## config.mk

```make
export PLATFORM = sky130hd
export DESIGN_NAME = fetch_unit
export DESIGN_NICKNAME = d
export VERILOG_FILES = /design/src/rtl/fetch_unit.sv
export SDC_FILE = /design/constraint.sdc
export NUM_CORES = 1
export LEC_CHECK = 0
export CELL_PAD_IN_SITES_DETAIL_PLACEMENT = 2
export CELL_PAD_IN_SITES_GLOBAL_PLACEMENT = 2
export CORE_ASPECT_RATIO = 1.5
export CORE_MARGIN = 2
export CORE_UTILIZATION = 17
export DETAILED_ROUTE_END_ITERATION = 12
export PLACE_DENSITY = 0.89
export SYNTH_ARGS = -nofsm -noshare
export SYNTH_HDL_FRONTEND = slang
export SYNTH_SLANG_ARGS = --single-unit
```

## constraint.sdc

```tcl
create_clock -name clk -period 2.9 [get_ports clk]
set_input_delay 0.58 -clock clk [delete_from_list [all_inputs] [get_ports clk]]
set_output_delay 0.58 -clock clk [all_outputs]
set_load 0.02 [all_outputs]
```

## src/rtl/fetch_unit.sv

```systemverilog
// fetch_unit: F stage PC register with prioritized redirects and AdEL fetch checking
module fetch_unit #(
  parameter logic [31:0] RESET_PC   = 32'h0000_3000,
  parameter logic [31:0] HANDLER_PC = 32'h0000_4180,
  parameter logic [31:0] TEXT_LO    = 32'h0000_3000,
  parameter logic [31:0] TEXT_HI    = 32'h0000_6FFC,
  parameter logic [4:0]  EXC_ADEL   = 5'd4
) (
  input  logic        clk,
  input  logic        rst,
  input  logic        en,
  input  logic        exc_req,
  input  logic        eret_req,
  input  logic [31:0] epc,
  input  logic        br_take,
  input  logic [31:0] br_target,
  input  logic        d_is_branch,
  output logic [31:0] im_addr,
  input  logic [31:0] im_rdata,
  output logic [31:0] instr_o,
  output logic [31:0] pc8_o,
  output logic [31:0] cause_o,
  output logic [31:0] pc_o
);
  logic [31:0] pc;
  logic        bd_q;
  logic        adel;
  always_ff @(posedge clk) begin
    if (rst) begin
      pc   <= RESET_PC;
      bd_q <= 1'b0;
    end else if (exc_req || eret_req) begin
      pc   <= exc_req ? HANDLER_PC : epc;
      bd_q <= 1'b0;
    end else if (en) begin
      pc   <= br_take ? br_target : pc + 32'd4;
      bd_q <= d_is_branch;
    end
  end
  always_comb begin
    adel    = (pc[1:0] != 2'b00) || (pc < TEXT_LO) || (pc > TEXT_HI);
    instr_o = adel ? 32'h0 : im_rdata;
    cause_o = {bd_q, 24'b0, adel ? EXC_ADEL : 5'd0, 2'b00};
    pc8_o   = pc + 32'd8;
    im_addr = pc;
    pc_o    = pc;
  end
endmodule

```

==> metrics.csv, run 1 <==
stage;metric;value;unit
run_status;status;completed;
drt;wirelength;22200;um
drt;wl_met2;12100;um
clock_network;cts.path.max_buffers;2;
clock_network;postCtsHoldBufs;0;
global_routing;antenna_found_initial;0;
timing;period_share;0.978;
floorplan;core;21600;um^2
setup_path;crit_fanout;4;
pwr;pwr-share-seq;0.268;
cells_and_area;final_layout_size_suffix_gt1_frac;0.157;
drt;drt_iter0_markers;266;
timing;drv_slew;0;
drt;num_vias;4984;
timing;fin_worst_skew;0.00248;ns
logic_synthesis;ys_seq_area_frac;0.177;
drt;routedWlPerCell;21.6;um
logic_synthesis;yosysUniqueCellTypes;56;
floorplan;die_w;125;um
cells_and_area;utilization;0.301;
pwr;vdd_ir_drop_max;0.000163;V
setup_path;worstSetupPathType;reg -> out;
drt;top_layer;met4;
logic_synthesis;synth_top_family_by_area;simple AND/OR/NAND/NOR gates;
logic_synthesis;yosys_register_bits;33;
drt;wl_met3;1120;um
placed_design;gp_congestion;0.905;
setup_path;cpMostUsedCell;buf_4;
clock_network;cts_made_buffers;5;
logic_synthesis;synth.area.mux_share;0.0134;
setup_path;arrival;2.26;ns
logic_synthesis;synthXorXnorAreaFrac;0.0796;
logic_synthesis;synth-edff-count;0;
drt;drc;0;
global_routing;grt_max_degree;34;
floorplan;rows;66;
logic_synthesis;synthFlopType;dfxtp_1;
clock_network;root_buffer;clkbuf_16;
pwr;combPwrFrac;0.450;
drt;viasPerCell;4.83;
setup_path;reg2regPathDepth;6;
logic_synthesis;synth_compound_area_frac;0.225;
logic_synthesis;synth_warnings;0;
logic_synthesis;netlist_area;3740;um^2
min_path;holdPathStages;2;
timing;max_slew_margin;0.525;
setup_path;cp_num_buf_inv;3;
cells_and_area;layout.nets;863;
logic_synthesis;synth_cells;533;
logic_synthesis;synth_fa_ha_area_frac;0.00669;
timing;clock.fmax;353;MHz
global_routing;grt_pass1_vias;5484;
pwr;leakage;0.00272;uW
timing;setup_viol;0;
timing;layout_min_cycle_time;2.84;ns
drt;dr.pass1.iters;5;
cells_and_area;n_antenna_cell;0;
setup_path;required;2.32;ns
clock_network;htree_levels;2;
logic_synthesis;synthSimpleGateAreaFrac;0.294;
global_routing;grt-ovfl-total;0;
global_routing;grt_usage;0.178;
setup_path;critPathTopFamily;simple AND/OR/NAND/NOR gates;
pwr;power.density;295;nW/um^2
clock_network;worstSkewPairLatency;0.29;ns
logic_synthesis;synth-async-reset-ratio;0;
setup_path;critPathSlowestCell;dfxtp_1;
setup_path;worst_setup_path_end_kind;primary output;
placed_design;dpl-instance-area;6350;um^2
placed_design;dp_hpwl;17400;um
setup_path;cp_cell_sequence;ha_2 -> nand3_2 -> or2_4 -> nor3_1 -> buf_4 -> buf_4 -> xor2_1 -> buf_4;
floorplan;die-area;23200;um^2
setup_path;crit_cells;8;
min_path;hold_path_class;reg -> reg;
clock_network;clkTransAtPathRegs;0.06;ns
setup_path;max_stage_delay;0.34;ns
cells_and_area;syn2layout_area_growth;74.2;%
global_routing;grt_pass1_wl;32300;um
cells_and_area;design_area;6520;um^2
floorplan;die_h;186;um
pwr;switching_share;0.372;
job;cap_violations;0;
floorplan;start_util;0.173;
drt;wl_met1;8220;um
pwr;internal-power;1210;uW
placed_design;io_buffers;232;
timing;final_hold_viol_count;0;
timing;tightest_slew;0.708;ns
clock_network;cts_tree;done;
pwr;p_clk_frac;0.282;
drt;antenna_left;0;
floorplan;boundaryPins;263;
setup_path;start_kind;flip-flop;
clock_network;cts.sinks;33;
pwr;power.net_switching;715;uW
logic_synthesis;syn-mean-instance-area;7.02;um^2
-- per-layer routing --
metal | vias up | global-route usage
met1 | 2461 | 0.193
met4 | 0 | 0.0742
met2 | 234 | 0.344
met5 | - | 0
met3 | 47 | 0.0239
li1 | 2242 | -
-- synth_stat cells, drive strengths merged, types with 4 or more instances --
| master | number | share of area |
|---|---|---|
| a31oi | 5 | 0.0084 |
| a22oi | 6 | 0.012 |
| and4 | 4 | 0.0094 |
| nor2 | 36 | 0.036 |
| nor3 | 20 | 0.029 |
| nand2 | 39 | 0.039 |
| a21oi | 38 | 0.051 |
| dfxtp | 33 | 0.18 |
| a221oi | 10 | 0.023 |
| or3 | 4 | 0.0067 |
| or2 | 5 | 0.0084 |
| and2 | 37 | 0.062 |
| inv | 18 | 0.018 |
| nor2b | 4 | 0.0067 |
| nand3 | 21 | 0.029 |
| a211oi | 7 | 0.017 |
| xor2 | 15 | 0.035 |
| mux2i | 5 | 0.013 |
| clkbuf | 26 | 0.026 |
| o21ai | 20 | 0.027 |
| nor4 | 12 | 0.020 |
| xnor2 | 19 | 0.044 |
| nand4 | 19 | 0.036 |
| buf | 85 | 0.16 |
-- layout make-up --
cell class / count / area (um^2)
well taps: 272 / 340
repair buffers: 300 / 2800
clock buffers: 8 / 136
multi-input cells: 400 / 2510
inverters: 18 / 67.6
fillers: 2515 / 15100
flip-flops and latches: 33 / 663
-- cell usage in the layout, fill, tap and decap left out, types with 4 or more instances in the layout --
master           Yosys  final
clkdlybuf4s50_1      0    181
buf_4               69     75
nand2_1             39     39
a21oi_1             38     38
and2_1              37     37
nor2_1              36     35
dlygate4sd2_1        0     34
dfxtp_1             33     31
conb_1               1     30
o21ai_0             20     20
nand3_1             20     19
nand4_1             18     18
xnor2_1             19     18
inv_1               18     18
nor3_1              18     17
xor2_1              15     15
a221oi_1            10     10
nor4_1              12      6
a22oi_1              6      6
a31oi_1              5      5
a211oi_1             5      5
mux2i_1              5      5
clkbuf_16            0      5
or3_1                4      4
and4_1               4      4
nor4_2               0      4
nor2b_1              4      4
or2_2                5      4
-- logic make-up (layout without fill, tap and decap cells) --
family | after synthesis | count (layout)
xor gates and xnor gates | 34 | 34
and+or+nand+nor | 206 | 206
DFF | 33 | 33
AOI/OAI and AO/OA | 123 | 123
adders and majority gates | 2 | 2
other | 1 | 30
muxes | 5 | 5
buffers and inverters | 129 | 326
-- per-stage QoR --
stage,total power [uW],setup WS (ns),std cells,setup TNS [ns],hold slack (ns)
after CTS,1920,0.0541,1031,0,0.584
after floorplan,973,0.0172,562,0,0.495
after global placement,1380,-0.112,1023,-0.139,0.529
after detailed placement,1400,-0.156,1023,-0.237,0.570
after global routing,2000,-0.0401,1031,-0.0729,0.607
final,1920,0.0635,1031,0,0.568
-- tightest hold or removal path, cell delays in order, from the launching register on --
cell	delay, ns
dfxtp_1	0.31
mux2i_1	0.14
nor3_1	0.07
-- flip-flops by register name, indices dropped and copies added (netlist names) --
name     count
im_addr     32
bd_q         1
-- power by group through the flow --
stage               clock network [uW]  registers (uW)  logic (uW)
global route                       563             518         920
finish                             542             516         866
global placement                     0             519         859
CTS                                545             513         866
floorplan                            0             547         427
detailed placement                   0             521         878
-- worst paths after layout --
kind / startpoint / endpoint / slack [ns]
min reg2reg: bd_q / bd_q / 0.57
max reg2reg: im_addr[2] / im_addr[16] / 0.43
min: bd_q / bd_q / 0.57
max: im_addr[4] / pc8_o[19] / 0.06
-- timing repair --
item	in CTS	in global routing
resized for setup	53	15
endpoints found under the setup margin	38	11
setup buffers	0	0
pin swaps	0	1
Power figures use the tool's default switching activity.
==> run 2: changes to the inputs <==
MAX_ROUTING_LAYER = met4   (was not set)
==> run 2 against run 1 <==
  * Count of clock-buffer cells in the layout unchanged
  * Hold slack lost 0.0033 ns
  * First-iteration DRC count down 6.0%
  * Power rose by 0.12%
  * Non-clock buffer count unchanged
  * Combinational power about the same
  * Register-to-register slack improved by 0.02 ns
  * Sequential share of layout area unchanged
  * Wire length shrank 0.16%
  * Critical path depth unchanged
  * Clock power is essentially flat
  * Global-route usage grew 0.53 points
  * Largest power group unchanged
  * Largest cell class unchanged
==> metrics.csv, run 2 (same netlist as run 1, synthesis figures left out) <==
stage;metric;value;unit;change
run_status;status;completed;;
timing;final_hold_viol_count;0;;unchanged
clock_network;cts_tree;done;;
setup_path;cpMostUsedCell;buf_4;;
job;cap_violations;0;;unchanged
setup_path;required;2.32;ns;about the same
floorplan;die_w;125;um;unchanged
timing;finalSetupTns;0;ns;unchanged
cells_and_area;final_cell_mix;clkdlybuf4s50_1 (181), buf_4 (75), nand2_1 (39), a21oi_1 (38), and2_1 (37);;
clock_network;cts_made_buffers;5;;unchanged
min_path;hold_path_class;reg -> reg;;
setup_path;r2r-end;im_addr[16];;
setup_path;critPathSlowestCell;dfxtp_1;;
drt;num_vias;4964;;-0.40%
clock_network;cts.sinks;33;;unchanged
floorplan;die_h;186;um;unchanged
global_routing;grt_pass1_vias;5486;;+0.036%
clock_network;postCtsHoldBufs;0;;unchanged
setup_path;worstSetupStartpoint;im_addr[4];;
cells_and_area;fillerInstances;2515;;unchanged
setup_path;rrSetupSlack;0.45;ns;+0.02 ns
drt;drc;0;;unchanged
timing;fin_worst_skew;0.00246;ns;-0.0000264 ns
timing;period_share;0.977;;-0.00119
cells_and_area;final_layout_size_suffix_gt1_frac;0.157;;unchanged
drt;drt_iter0_markers;250;;-6.0%
pwr;power.density;296;nW/um^2;+0.12%
clock_network;root_buffer;clkbuf_16;;
timing;tightest_slew;0.705;ns;-0.00297 ns
timing;max_slew_margin;0.527;;+0.00199
cells_and_area;layout.nets;863;;unchanged
clock_network;cts.path.max_buffers;2;;unchanged
timing;clock.fmax;353;MHz;+0.12%
pwr;leakage;0.00272;uW;unchanged
drt;antenna_left;0;;unchanged
placed_design;gp_congestion;0.921;;+1.7%
global_routing;grt_max_degree;34;;unchanged
global_routing;grt_pass1_wl;32300;um;unchanged
clock_network;worstSkewPairLatency;0.29;ns;about the same
cells_and_area;n_antenna_cell;0;;unchanged
drt;wirelength;22200;um;-0.16%
placed_design;dp_hpwl;17400;um;unchanged
global_routing;grt_usage;0.183;;+0.00527
global_routing;grt-ovfl-total;0;;unchanged
setup_path;crit_fanout;4;;unchanged
setup_path;worstSetupPathType;reg -> out;;
setup_path;reg2reg_from;im_addr[2];;
timing;setup_viol;0;;unchanged
timing;drv_slew;0;;unchanged
floorplan;boundaryPins;263;;unchanged
global_routing;antenna_found_initial;0;;unchanged
clock_network;htree_levels;2;;unchanged
setup_path;arrival;2.25;ns;about the same
setup_path;cp_num_buf_inv;3;;unchanged
placed_design;io_buffers;232;;unchanged
drt;dr.pass1.iters;4;;-1
floorplan;start_util;0.173;;unchanged
cells_and_area;syn2layout_area_growth;74.2;%;unchanged
floorplan;rows;66;;unchanged
setup_path;cp_cell_sequence;ha_2 -> nand3_2 -> or2_4 -> nor3_1 -> buf_4 -> buf_4 -> xor2_1 -> buf_4;;
cells_and_area;largest_reg_flops;32;;unchanged
pwr;vdd_ir_drop_max;0.000161;V;-1.2%
setup_path;critPathTopFamily;simple AND/OR/NAND/NOR gates;;
setup_path;worst_setup_path_end_kind;primary output;;
timing;layout_min_cycle_time;2.83;ns;-0.00344 ns
setup_path;start_kind;flip-flop;;
clock_network;clkTransAtPathRegs;0.06;ns;about the same
setup_path;max_stage_delay;0.34;ns;about the same
cells_and_area;utilization;0.301;;unchanged
drt;routedWlPerCell;21.5;um;-0.16%
drt;viasPerCell;4.81;;-0.40%
floorplan;die-area;23200;um^2;unchanged
cells_and_area;final_common_cell;clkdlybuf4s50_1;;
setup_path;crit_end;pc8_o[19];;
setup_path;reg2regPathDepth;6;;unchanged
setup_path;crit_cells;8;;unchanged
floorplan;core;21600;um^2;unchanged
[run 2: cell counts in the layout (fill, tap and decap cells not counted)]
Identical to the previous run, type by type.
[run 2: power by group]
part	switching (uW)	internal (uW)	total [uW]
clock network	223	320	544
logic	457	409	866
registers	36.6	479	516
total	717	1210	1930
[run 2: final cells by class]
class / instances / area, um^2 / area share
sequential: 33 / 663 / 0.102
inverter: 18 / 67.6 / 0.0104
tap: 272 / 340 / 0.0522
timing repair buffer: 300 / 2800 / 0.430
clock buffer: 8 / 136 / 0.0209
multi-input combinational: 400 / 2510 / 0.385
[run 2: worst min-delay path: stages (launching register included)]
cell	delay (ns)
dfxtp_1	0.31
mux2i_1	0.14
nor3_1	0.07
[run 2: through the flow]
stage	worst slack, ns	std cells	cell area [um^2]	total power [uW]	hold slack (ns)
floorplan	0.0172	562	3860	973	0.495
global placement	-0.112	1023	6350	1380	0.529
detailed placement	-0.156	1023	6350	1400	0.570
CTS	0.0541	1031	6450	1920	0.584
global route	-0.0380	1031	6520	2000	0.607
finish	0.0670	1031	6520	1930	0.564
[run 2: routing by layer]
layer / global-route usage / vias to the layer above / wire [um]
met2: 0.347 / 221 / 12200
met5: - / - / 0
met3: 0.0170 / 42 / 855
met4: 0.0676 / 0 / 651
li1: - / 2241 / -
met1: 0.199 / 2460 / 8470
[run 2: how the worst min path moves through the flow]
stage | startpoint | end | slack, ns | depth (start not counted)
global route | bd_q | bd_q | 0.61 | 2
detailed placement | bd_q | bd_q | 0.57 | 2
finish | bd_q | bd_q | 0.56 | 2
CTS | bd_q | bd_q | 0.58 | 2
global placement | bd_q | bd_q | 0.53 | 2
floorplan | bd_q | bd_q | 0.50 | 2
[run 2: what timing repair did]
item,4_1_cts,5_1_grt
pin swaps,0,1
buffers inserted,0,0
resized for setup,53,15
setup endpoints to repair,38,10
==> RTL edit 1 (settings of run 1) <==
Put a register stage on the output `pc8_o`. The value now appears one clock later. The other outputs are not delayed to match.
--- a/src/rtl/fetch_unit.sv
+++ b/src/rtl/fetch_unit.sv
@@ -24,2 +24,4 @@
 );
+
+  logic [31:0] pc8_d;
   logic [31:0] pc;
@@ -43,3 +45,3 @@
     cause_o = {bd_q, 24'b0, adel ? EXC_ADEL : 5'd0, 2'b00};
-    pc8_o   = pc + 32'd8;
+    pc8_d   = pc + 32'd8;
     im_addr = pc;
@@ -47,2 +49,6 @@
   end
+  always_ff @(posedge clk) begin
+    pc8_o <= pc8_d;
+  end
+
 endmodule
Check against the original RTL: not equivalent (Yosys sat finds a counterexample within 4 cycles, from zero or initial values and one cycle with rst high).
==> RTL edit 1 against run 1 <==
- power rose by 56%
- sequential cell count increased by 32
- area after synthesis increased by 20%
- global-route usage down 0.89 points
- sequential share of layout area rose by 7.7 points
- cell area rose by 12%
- worst setup slack better by 0.026 ns
- wire length increased by 6.8%
- highest routed layer unchanged
- clock power rose by 110%
- clock skew increased by 0.017 ns
- fmax increased by 0.92%
- non-clock buffer count decreased by 15
==> RTL edit 1: results (changes against run 1) <==
\begin{tabular}{lr}
\hline
Metric & Value \\
\hline
\multicolumn{2}{l}{\textbf{Synth}} \\
Fraction of synthesized cell area in xor and xnor cells & 6.85\% (-1.1 points) \\
Synth Area in Adders & 0.559\% (-0.11 points) \\
Biggest area contributors in the synthesized netlist & dfxtp\_1, buf\_4, and2\_1 \\
Post-synthesis compound-gate area fraction & 16.2\% (-6.4 points) \\
\multicolumn{2}{l}{\textbf{Worst setup path}} \\
R2R Setup Slk & 0.55 ns (+0.12 ns) \\
Buffers \& Inverters on Critical Path & 2 (-1) \\
Crit Reg-Reg Startpoint & im\_addr[9] \\
Worst EP arrival & 2.23 ns (-0.03 ns) \\
CP max FO & 16 (+12) \\
\multicolumn{2}{l}{\textbf{Global routing}} \\
Met2 track demand over resource & 31.8\% (-2.7 points) \\
First-pass GRT wire length & 35,100 microns (+8.6\%) \\
Maximum number of pins on one net before global-route repair & 35 (+2.9\%) \\
\multicolumn{2}{l}{\textbf{Drt}} \\
Average detailed-routed wire length per instance & 21.1 microns (-1.9\%) \\
Iteration-0 DRC count of the detailed router & 174 (-35\%) \\
\multicolumn{2}{l}{\textbf{Status}} \\
Status & finished clean \\
\multicolumn{2}{l}{\textbf{Worst hold path}} \\
Instance count along the most critical hold path & 0 (-2) \\
\multicolumn{2}{l}{\textbf{Cells and area}} \\
\# fillers & 2,948 (+17\%) \\
Signal inverters & 8 (-10) \\
Cell area after layout & 0.00727 sq mm (+12\%) \\
Sequential share of cell area & 17.9\% (+7.7 points) \\
Final standard cell count with taps included and fillers excluded & 1,123 (+8.9\%) \\
Signal buffers share of area & 37.1\% (-5.9 points) \\
\multicolumn{2}{l}{\textbf{Die}} \\
Width of the die & 136 microns (+9.1\%) \\
\multicolumn{2}{l}{\textbf{CTS}} \\
Worst-Skew Late Latency & 0.36 ns (+0.07 ns) \\
\multicolumn{2}{l}{\textbf{Pwr}} \\
Pleak & 2.89 nW (+6.4\%) \\
\hline
\end{tabular}
==> RTL edit 1: metal layers <==
metal  wire length (microns)  up-vias
met4                     893        0
met2                   13000      196
li1                        -     2347
met3                    1190       41
met1                    8650     2529
met5                       0        -
==> RTL edit 1: power groups by stage <==
stage	registers (mW)	clock network (mW)	logic (mW)
floorplan	1.07	0	0.398
global placement	1.01	0	0.864
detailed placement	1.01	0	0.886
CTS	0.992	1.15	0.883
global route	0.998	1.19	0.936
finish	0.991	1.13	0.885
==> RTL edit 1: stage by stage <==
stage	total power, mW	hold slack, ns
2_1_floorplan	1.46	0.373
3_3_place_gp	1.87	0.379
3_5_place_dp	1.90	0.403
4_1_cts	3.03	0.409
5_1_grt	3.12	0.435
6_report	3.00	0.408
==> RTL edit 1: repair_timing <==
| item | in CTS | in global routing |
|---|---|---|
| resized for setup | 36 | 4 |
| gates cloned | 0 | 1 |
| pin swaps | 0 | 2 |
| setup endpoints to repair | 33 | 1 |
==> RTL edit 2 (config.mk and constraints of run 1) <==
Made on the original files. Set the parameter `HANDLER_PC` to 32'h000020C0 (it was 32'h0000_4180).
--- a/src/rtl/fetch_unit.sv
+++ b/src/rtl/fetch_unit.sv
@@ -3,3 +3,3 @@
   parameter logic [31:0] RESET_PC   = 32'h0000_3000,
-  parameter logic [31:0] HANDLER_PC = 32'h0000_4180,
+  parameter logic [31:0] HANDLER_PC = 32'h000020C0,
   parameter logic [31:0] TEXT_LO    = 32'h0000_3000,
Function: changed (Yosys sat finds a counterexample within 4 cycles, from zero or initial values and one cycle with rst high).
==> RTL edit 2 against run 1 <==
- global-route usage rose by 0.21 points
- area after synthesis is 2.3% higher
- clock power about the same
- cell area about the same
- synthesized cell count shrank 0.56%
- worst setup slack got worse by 0.022 ns
- non-clock buffer count increased by 14
- register-to-register slack better by 0.06 ns
- wire length grew 0.61%
- power fell by 2.4%
- sequential power fell by 2%
- first-iteration DRC count decreased by 14%
- sequential cell count unchanged
- critical path type unchanged
==> RTL edit 2: results (changes against run 1) <==
\begin{tabular}{lr}
\hline
Metric & Value \\
\hline
\multicolumn{2}{l}{\textbf{Pwr}} \\
Power dissipated in the clock network & 0.540 mW (about the same) \\
Peak supply drop & 0.000181 V (+11\%) \\
Sequential power share & 27.0\% (+0.2 points) \\
Power Sequential & 0.506 mW (-2\%) \\
Fraction of power spent switching nets & 36.8\% (-0.40 points) \\
Pleak & 2.74 nW (+1.1\%) \\
\multicolumn{2}{l}{\textbf{Cells and area}} \\
Final \#Nets & 868 (+0.58\%) \\
Ratio of cells with drive above 1 in the final layout & 15.7\% (+0.028 points) \\
\# fillers & 2,566 (+2.0\%) \\
\multicolumn{2}{l}{\textbf{Drt}} \\
Overall via count from detail\_route & 4,943 (-0.82\%) \\
First-pass iteration count of the detailed router & 4 (-1) \\
Metal3 WL & 1120 microns (about the same) \\
\multicolumn{2}{l}{\textbf{Worst setup path}} \\
Worst EP arrival & 2.28 ns (+0.02 ns) \\
CP max FO & 2 (-2) \\
Critical-path top delay cell & or4\_4 \\
Critical Path Max Stage Delay & 0.56 ns (+0.22 ns) \\
\multicolumn{2}{l}{\textbf{Timing}} \\
Fin Clk Skew & 0.00388 ns (+0.00139 ns) \\
\multicolumn{2}{l}{\textbf{Global routing}} \\
First-pass GRT wire length & 33,100 microns (+2.3\%) \\
GR Util All Layers & 18.0\% (+0.21 points) \\
Number of global-route vias before repair & 5,425 (-1.1\%) \\
\multicolumn{2}{l}{\textbf{Placement}} \\
Number of placed cells counting well taps & 1,029 (+0.59\%) \\
Post-Place Cell Area & 0.00642 sq mm (+1.0\%) \\
Sum of net half-perimeters after detailed placement & 18,100 microns (+3.6\%) \\
Global placer's final weighted congestion & 0.856 (-5.4\%) \\
\multicolumn{2}{l}{\textbf{Status}} \\
Status & finished clean \\
\multicolumn{2}{l}{\textbf{Synth}} \\
Number of instances in the synthesized netlist & 530 (-0.56\%) \\
Biggest area contributors in the synthesized netlist & dfxtp\_1, buf\_4, and2\_1 \\
Count of distinct cell types in the synthesized netlist & 70 (+25\%) \\
\multicolumn{2}{l}{\textbf{CTS}} \\
Number of gates resized after CTS & 52 (-1.9\%) \\
\hline
\end{tabular}
-- RTL edit 2: changes by cell type after synthesis, sizes merged, moves of 6 or more --
cell and delta:
nor2 +11, inv -7, a221oi -9, nand2 -11, o21ai -7, a211oi +10
buf -6, clkbuf +10
-- RTL edit 2: final cells by class --
| cell class | instances | area share (%) |
|---|---|---|
| clock buffers | 8 | 2.09 |
| multi-input cells | 397 | 37.9 |
| inverters | 12 | 0.691 |
| repair buffers | 314 | 43.8 |
| flip-flops and latches | 33 | 10.2 |
| well taps | 276 | 5.30 |
-- RTL edit 2: path summary, 6_finish.rpt --
check | from | end | slack (ns)
worst min-delay path | bd_q | bd_q | 0.57
worst min register to register | bd_q | bd_q | 0.57
worst max register to register | im_addr[5] | im_addr[21] | 0.49
worst max-delay path | im_addr[3] | pc8_o[27] | 0.04
-- RTL edit 2: worst register-to-register path: cells and delay by family (launching register included) --
family                 cells  cell delay [ns]
and+or+nand+nor            3             1.28
buffers and inverters      1             0.25
AOI/OAI and AO/OA          2             0.37
DFF                        1             0.42
-- RTL edit 2: layer usage --
metal / up-vias / track usage [%]
li1: 2250 / -
met1: 2441 / 19.4
met2: 209 / 34.2
met3: 43 / 2.85
met4: 0 / 7.48
met5: - / 0
-- RTL edit 2: logic make-up (layout without fill, tap and decap cells) --
logic type / Yosys count / in the layout / share of synthesized area, %
AND/OR/NAND/NOR: 215 / 215 / 31.4
adder cells (fa/ha/maj): 2 / 2 / 0.653
AO/OA/AOI/OAI: 111 / 111 / 19.5
multiplexers: 6 / 6 / 1.60
buffers and inverters: 129 / 334 / 21.8
flip-flops: 33 / 33 / 17.3
other: 1 / 30 / 0.0979
XOR/XNOR: 33 / 33 / 7.75
